File: src/rtl/pwm_ctrl_pkg.sv
// Shared types, default constants and width helpers for the PWM duty-cycle control slice.
package pwm_ctrl_pkg;

    // Per-button auto-repeat state.
    typedef enum logic [1:0] {
        StIdle   = 2'd0,
        StHeld   = 2'd1,
        StRepeat = 2'd2
    } btn_state_t;

    // Default duty configuration: 0..10 in 10% steps, mid-scale after reset.
    localparam int unsigned DEFAULT_DUTY_W    = 4;
    localparam int unsigned DEFAULT_DUTY_MAX  = 10;
    localparam int unsigned DEFAULT_DUTY_INIT = 5;

    // Ceiling log2; clog2(0) = clog2(1) = 0.
    function automatic int unsigned clog2(input int unsigned value);
        int unsigned result;
        result = 0;
        for (int i = 0; i < 32; i++) begin
            if ((64'd1 << i) < 64'(value)) begin
                result = i + 1;
            end
        end
        return result;
    endfunction

    // Width of a counter holding 0..value-1, never narrower than one bit.
    function automatic int unsigned cnt_width(input int unsigned value);
        int unsigned w;
        w = clog2(value);
        return (w == 0) ? 1 : w;
    endfunction

endpackage

File: src/rtl/btn_debounce_rpt.sv
// One push-button channel: 2-FF synchroniser, tick-sampled debounce and a press/hold
// auto-repeat FSM that emits single-cycle step requests.
module btn_debounce_rpt
    import pwm_ctrl_pkg::*;
#(
    parameter int unsigned STABLE_SAMPLES = 2,
    parameter int unsigned REPEAT_DELAY   = 10,
    parameter int unsigned REPEAT_RATE    = 4
) (
    input  logic clk,
    input  logic rst,
    input  logic tick_i,
    input  logic btn_i,
    output logic level_o,
    output logic step_o
);

    localparam int unsigned StbW   = cnt_width(STABLE_SAMPLES);
    localparam int unsigned RptMax = (REPEAT_DELAY > REPEAT_RATE) ? REPEAT_DELAY : REPEAT_RATE;
    localparam int unsigned RptW   = cnt_width(RptMax);

    localparam logic [StbW-1:0] StbLast   = StbW'(STABLE_SAMPLES - 1);
    localparam logic [RptW-1:0] DelayLast = RptW'(REPEAT_DELAY - 1);
    localparam logic [RptW-1:0] RateLast  = RptW'(REPEAT_RATE - 1);

    logic            sync1_q, sync2_q;
    logic            db_d, db_q;
    logic [StbW-1:0] stb_d, stb_q;
    btn_state_t      state_d, state_q;
    logic [RptW-1:0] rpt_d, rpt_q;
    logic            rise, fall;

    // Two-stage synchroniser for the asynchronous raw button.
    always_ff @(posedge clk) begin
        if (rst) begin
            sync1_q <= 1'b0;
            sync2_q <= 1'b0;
        end else begin
            sync1_q <= btn_i;
            sync2_q <= sync1_q;
        end
    end

    // Debounce: the level must disagree on STABLE_SAMPLES consecutive ticks to flip.
    always_comb begin
        db_d  = db_q;
        stb_d = stb_q;
        if (tick_i) begin
            if (sync2_q == db_q) begin
                stb_d = '0;
            end else if (stb_q == StbLast) begin
                db_d  = ~db_q;
                stb_d = '0;
            end else begin
                stb_d = stb_q + 1'b1;
            end
        end
    end

    assign rise = db_d & ~db_q;
    assign fall = ~db_d & db_q;

    // Level including a flip that lands this cycle, so the top can mask a step
    // issued in the same cycle the second button becomes debounced-high.
    assign level_o = db_d;

    // Press/hold FSM: step on press, after REPEAT_DELAY ticks, then every REPEAT_RATE ticks.
    always_comb begin
        state_d = state_q;
        rpt_d   = rpt_q;
        step_o  = 1'b0;
        if (fall) begin
            // Release is silent and wins over any repeat due on the same tick.
            state_d = StIdle;
            rpt_d   = '0;
        end else begin
            case (state_q)
                StIdle: begin
                    if (rise) begin
                        state_d = StHeld;
                        rpt_d   = '0;
                        step_o  = 1'b1;
                    end
                end
                StHeld: begin
                    if (tick_i) begin
                        if (rpt_q == DelayLast) begin
                            state_d = StRepeat;
                            rpt_d   = '0;
                            step_o  = 1'b1;
                        end else begin
                            rpt_d = rpt_q + 1'b1;
                        end
                    end
                end
                StRepeat: begin
                    if (tick_i) begin
                        if (rpt_q == RateLast) begin
                            rpt_d  = '0;
                            step_o = 1'b1;
                        end else begin
                            rpt_d = rpt_q + 1'b1;
                        end
                    end
                end
                default: begin
                    state_d = StIdle;
                    rpt_d   = '0;
                end
            endcase
        end
    end

    // Debounce and FSM state registers.
    always_ff @(posedge clk) begin
        if (rst) begin
            db_q    <= 1'b0;
            stb_q   <= '0;
            state_q <= StIdle;
            rpt_q   <= '0;
        end else begin
            db_q    <= db_d;
            stb_q   <= stb_d;
            state_q <= state_d;
            rpt_q   <= rpt_d;
        end
    end

endmodule

File: src/rtl/pwm_duty_ctrl.sv
// Duty-cycle control stage: shared sample-tick prescaler, two button channels,
// request arbitration and the saturating duty register feeding the PWM comparator.
module pwm_duty_ctrl
    import pwm_ctrl_pkg::*;
#(
    parameter int unsigned TICK_DIV       = 2500000,
    parameter int unsigned STABLE_SAMPLES = 2,
    parameter int unsigned REPEAT_DELAY   = 10,
    parameter int unsigned REPEAT_RATE    = 4,
    parameter int unsigned DUTY_W         = DEFAULT_DUTY_W,
    parameter int unsigned DUTY_MAX       = DEFAULT_DUTY_MAX,
    parameter int unsigned DUTY_INIT      = DEFAULT_DUTY_INIT
) (
    input  logic              clk,
    input  logic              rst,
    input  logic              ui_increase_duty,
    input  logic              ui_decrease_duty,
    output logic [DUTY_W-1:0] duty_o,
    output logic              duty_inc_o,
    output logic              duty_dec_o,
    output logic              at_max_o,
    output logic              at_min_o
);

    localparam int unsigned     TickW    = cnt_width(TICK_DIV);
    localparam logic [TickW-1:0] TickLast = TickW'(TICK_DIV - 1);
    localparam logic [DUTY_W-1:0] DutyMax  = DUTY_W'(DUTY_MAX);
    localparam logic [DUTY_W-1:0] DutyInit = DUTY_W'(DUTY_INIT);

    logic [TickW-1:0]  presc_d, presc_q;
    logic              tick;
    logic              inc_level, dec_level;
    logic              inc_step, dec_step;
    logic              inc_req, dec_req;
    logic [DUTY_W-1:0] duty_d, duty_q;
    logic              inc_pulse_d, inc_pulse_q;
    logic              dec_pulse_d, dec_pulse_q;

    // Prescaler: one tick cycle every TICK_DIV clocks (every cycle when TICK_DIV is 1).
    assign tick    = (presc_q == TickLast);
    assign presc_d = tick ? '0 : presc_q + 1'b1;

    // Prescaler register.
    always_ff @(posedge clk) begin
        if (rst) begin
            presc_q <= '0;
        end else begin
            presc_q <= presc_d;
        end
    end

    btn_debounce_rpt #(
        .STABLE_SAMPLES (STABLE_SAMPLES),
        .REPEAT_DELAY   (REPEAT_DELAY),
        .REPEAT_RATE    (REPEAT_RATE)
    ) u_btn_inc (
        .clk     (clk),
        .rst     (rst),
        .tick_i  (tick),
        .btn_i   (ui_increase_duty),
        .level_o (inc_level),
        .step_o  (inc_step)
    );

    btn_debounce_rpt #(
        .STABLE_SAMPLES (STABLE_SAMPLES),
        .REPEAT_DELAY   (REPEAT_DELAY),
        .REPEAT_RATE    (REPEAT_RATE)
    ) u_btn_dec (
        .clk     (clk),
        .rst     (rst),
        .tick_i  (tick),
        .btn_i   (ui_decrease_duty),
        .level_o (dec_level),
        .step_o  (dec_step)
    );

    // Arbitration: drop coincident requests and mask everything while both buttons are down.
    // The FSMs keep running, so the survivor resumes repeating once the other is released.
    always_comb begin
        inc_req = inc_step & ~dec_step & ~(inc_level & dec_level);
        dec_req = dec_step & ~inc_step & ~(inc_level & dec_level);
    end

    // Saturating duty update with change-indicating pulses.
    always_comb begin
        duty_d      = duty_q;
        inc_pulse_d = 1'b0;
        dec_pulse_d = 1'b0;
        if (inc_req && (duty_q < DutyMax)) begin
            duty_d      = duty_q + 1'b1;
            inc_pulse_d = 1'b1;
        end else if (dec_req && (duty_q != '0)) begin
            duty_d      = duty_q - 1'b1;
            dec_pulse_d = 1'b1;
        end
    end

    // Duty and pulse registers.
    always_ff @(posedge clk) begin
        if (rst) begin
            duty_q      <= DutyInit;
            inc_pulse_q <= 1'b0;
            dec_pulse_q <= 1'b0;
        end else begin
            duty_q      <= duty_d;
            inc_pulse_q <= inc_pulse_d;
            dec_pulse_q <= dec_pulse_d;
        end
    end

    assign duty_o     = duty_q;
    assign duty_inc_o = inc_pulse_q;
    assign duty_dec_o = dec_pulse_q;
    assign at_max_o   = (duty_q == DutyMax);
    assign at_min_o   = (duty_q == '0);

endmodule

File: config.mk
export PLATFORM = sky130hd
export DESIGN_NAME = pwm_duty_ctrl
export DESIGN_NICKNAME = d
export VERILOG_FILES = /design/src/rtl/pwm_ctrl_pkg.sv /design/src/rtl/btn_debounce_rpt.sv /design/src/rtl/pwm_duty_ctrl.sv
export SDC_FILE = /design/constraint.sdc
export NUM_CORES = 1
export LEC_CHECK = 0
export BUFFER_PORTS_ARGS = -buffer_cell sky130_fd_sc_hd__buf_2
export CAP_MARGIN = 10
export CORE_MARGIN = 2
export CORE_UTILIZATION = 55
export CTS_CLUSTER_SIZE = 20
export DETAILED_ROUTE_END_ITERATION = 10
export HOLD_SLACK_MARGIN = 0.15
export MAX_ROUTING_LAYER = met4
export PLACE_DENSITY_LB_ADDON = 0.3
export SYNTH_ARGS = -nofsm -noshare
export SYNTH_HDL_FRONTEND = slang
export SYNTH_HIERARCHICAL = 1
export SYNTH_SLANG_ARGS = --single-unit
File: constraint.sdc
create_clock -name clk -period 3.4 [get_ports clk]
set_input_delay 0.34 -clock clk [delete_from_list [all_inputs] [get_ports clk]]
set_output_delay 0.34 -clock clk [all_outputs]
set_load 0.1 [all_outputs]
==> run_results.csv <==
group,metric,value,unit
power_and_ir_drop,ir_worst_vdd,0.247,mV
synth,async_reset_ff_share,0,%
power_and_ir_drop,power_frac_comb,3.2,%
sta,fin_crit_sh,96.9,%
sta,fin_crit,3.30,ns
worst_setup_path,cp-end-kind,"register",
clock_tree,cts_sinks,48,
global_routing,antenna_found_initial,0,
routing,routed.top_layer,"met4",
synth,yosys_warnings,6,
synth,ys_seq_area_share,36.7,%
clock_tree,clkTransAtPathRegs,0.09,ns
floorplan,design.core.area,4660,um^2
placement,place_inst,378,
synth,synth_cell_types,45,
clock_tree,cts_buffers,5,
global_routing,grt_pass1_vias,2023,
power_and_ir_drop,switchingPower,219,uW
routing,wirelength,5250,um
placement,dp_hpwl,3700,um
synth,syn_inst,296,
synth,netlist.area_leader.share,36.7,%
sta,final-hold-violation-count,0,
worst_setup_path,crit_type,"reg2reg",
clock_tree,h-tree-depth,2,
power_and_ir_drop,seq_power_share,55.8,%
power_and_ir_drop,p_per_area,322,nW/um^2
worst_setup_path,path_max_fanout,7,
synth,synth_area,2620,um^2
layout,finalNetCount,357,
clock_tree,clock_latency,0.30,ns
worst_setup_path,start_kind,"register",
sta,fmax,303,MHz
synth,synth-edff-count,0,
power_and_ir_drop,intPower,801,uW
floorplan,start_util,56.2,%
layout,stdcell_count,392,
floorplan,die_w,73.0,um
routing,first_pass_iters,4,
synth,synth.area.top_cells,"dfxtp_1, ha_1, nor2_1, nand2_1, a21oi_1",
power_and_ir_drop,p_leak,0.00117,uW
sta,maxSlewHeadroom,66.8,%
worst_setup_path,slowest_stage,"dfxtp_2",
routing,wl_met2,2730,um
routing,wl_per_cell,13.4,um
floorplan,die_y,73.0,um
power_and_ir_drop,switching_share,21.4,%
routing,vias_per_cell,5.68,
sta,fin_ws,0.104,ns
synth,synth_top_area_cell,"dfxtp_1",
global_routing,grt_pass1_wl,8380,um
worst_setup_path,crit_top_cell,"nor2_4",
placement,gp_congestion,0.847,
layout,num_antenna_cells,0,
routing,wl_met3,101,um
global_routing,grt_max_degree,21,
global_routing,grt-ovfl-total,0,
worst_setup_path,worstPathCellList,"nor4bb_4, nand4_1, nor2_4, buf_6, nand2_4, nor2_4, a21oi_1, o31ai_1, nor2b_2, nand3_2, ha_4, a21o_1, a21oi_2, mux2i_1, mux2_2",
clock_tree,holdBufCountCts,0,
sta,setup_tns,0,ns
sta,tightestPinTransition,0.491,ns
status,outcome,"completed",
worst_hold_path,min_path_type,"in2reg",
power_and_ir_drop,p_clk_share,40.9,%
worst_setup_path,crit_arrival,3.50,ns
sta,drv_slew,0,
routing,met1_length,2350,um
synth,synth_area_per_cell,8.86,um^2
run,drv_cap,0,
floorplan,die_area,5330,um^2
sta,setup_viol,0,
routing,drc,0,
worst_setup_path,cpPeakStageDelay,0.34,ns
floorplan,rows,25,
placement,port_buffers,11,
synth,syn_nets,316,
sta,skew,0.0102,ns
worst_setup_path,required,3.60,ns
layout,drive_gt1_share,25.1,%
layout,area_growth,21.0,%
placement,pre_cts_slack,-0.0351,ns
routing,vias,2225,
floorplan,num_io_pins,12,
routing,ant_nets,0,
clock_tree,cts_tree,"done",
clock_tree,cts_buffer_depth,2,
synth,synth-seq-cells,48,
power_and_ir_drop,finalPower,1020,uW
global_routing,grtUsageTotal,20.4,%
clock_tree,clock-root-buffer,"clkbuf_8",
synth,synth-main-ff-cell,"dfxtp_1",
routing,first_iter_violations,119,
## cells in the final DEF (no fill, tap or decap), drive strengths merged, types with 4 or more instances in the layout
cell type,n
or3,13
nor2b,14
a211oi,4
nand2,28
ha,15
a21oi,18
mux2i,7
nor2,28
or4,4
dfxtp,48
o21ai,13
nor3,5
nand3b,6
clkbuf,5
o31ai,6
nand4,8
nand3,8
buf,40
inv,14
xor2,7
xnor2,10
## through the flow
step | instance area, um^2 | hold WS, ns | util [%]
3_3_place_gp | 2880 | 0.415 | 61.8
5_1_grt | 3170 | 0.283 | 68.1
3_5_place_dp | 2880 | 0.424 | 61.8
6_report | 3170 | 0.248 | 68.1
4_1_cts | 3010 | 0.241 | 64.7
2_1_floorplan | 2630 | 0.412 | -
## cell type report
class	instances	area, um^2
Clock inverter	3	47.5
Inverter	14	52.6
Sequential cell	48	968
Clock buffer	5	68.8
Timing Repair Buffer	40	280
Fill cell	367	1490
Tap cell	54	67.6
Multi-Input combinational cell	228	1690
## power by group through the flow
| stage | clock (uW) | sequential, uW | combinational, uW |
|---|---|---|---|
| floorplan | 0 | 583 | 18.6 |
| global placement | 0 | 582 | 32.1 |
| detailed placement | 0 | 582 | 32.8 |
| CTS | 436 | 569 | 32.8 |
| global route | 449 | 570 | 36.8 |
| finish | 418 | 570 | 32.9 |
## layer usage
metal | GRT usage [%] | vias to the layer above
met5 | - | -
met4 | 6.38 | 0
met3 | 4.14 | 9
met2 | 37.3 | 19
met1 | 21.7 | 1057
li1 | - | 1140
## registers in the layout (all words and copies together) (netlist names)
| signal | cells |
|---|---|
| duty_dec_o | 1 |
| duty_inc_o | 1 |
| duty_o | 4 |
| presc_q | 22 |
| u_btn_dec/db_q | 1 |
| u_btn_dec/rpt_q | 4 |
| u_btn_dec/state_q | 2 |
| u_btn_dec/stb_q | 1 |
| u_btn_dec/sync1_q | 1 |
| u_btn_dec/sync2_q | 1 |
| u_btn_inc/db_q | 1 |
| u_btn_inc/rpt_q | 4 |
| u_btn_inc/state_q | 2 |
| u_btn_inc/stb_q | 1 |
| u_btn_inc/sync1_q | 1 |
| u_btn_inc/sync2_q | 1 |
## path summary, 6_finish.rpt
path	end	startpoint	depth (start not counted)	slack, ns
setup / recovery	duty_o[3]$_SDFFE_PP0P_	presc_q[19]$_SDFF_PP0_	15	0.10
hold / removal	u_btn_inc/sync1_q$_SDFF_PP0_	ui_increase_duty	2	0.25
setup reg to reg	duty_o[3]$_SDFFE_PP0P_	presc_q[19]$_SDFF_PP0_	15	0.10
hold reg to reg	u_btn_dec/sync2_q$_SDFF_PP0_	u_btn_dec/sync1_q$_SDFF_PP0_	1	0.44
## cells in the mapped netlist, types with 2 or more instances
cell	instances
a211oi_1	2
a211oi_2	2
a21o_1	3
a21oi_1	18
a31oi_1	2
a32o_1	2
a41oi_1	2
and2_1	3
and4_1	2
buf_4	2
clkbuf_1	2
dfxtp_1	48
ha_1	15
inv_1	14
mux2_2	3
mux2i_1	7
nand2_1	26
nand2_2	2
nand2b_1	2
nand3_1	8
nand3b_1	6
nand4_1	7
nor2_1	28
nor2b_1	14
nor3_1	5
nor4_1	3
nor4b_1	2
nor4bb_1	2
o21ai_0	13
o31ai_1	4
o31ai_2	2
o32a_4	2
or3_1	12
or3b_1	2
or4_1	4
xnor2_1	10
xor2_1	7
## kinds of logic after synthesis
logic type,share of synthesized area [%]
AOI/OAI and AO/OA,15.0
xor gates and xnor gates,5.68
adders and majority gates,7.92
buffers and inverters,3.53
DFF,36.7
muxes,3.96
and+or+nand+nor,27.2
## worst max-delay path: cells and delay by family (launching register included)
kind / cells / cell delay [ns]
adders and majority gates: 1 / 0.24
DFF: 1 / 0.34
muxes: 2 / 0.54
and+or+nand+nor: 7 / 1.23
AOI/OAI and AO/OA: 4 / 0.69
buffers and inverters: 1 / 0.15
## what timing repair did
action                     4_1_cts  5_1_grt
pin swaps                        0        8
gates resized for setup          4       25
setup endpoints to repair        1        1
cloned                           0        0
setup buffers                    0        6
Power figures use the tool's default switching activity.
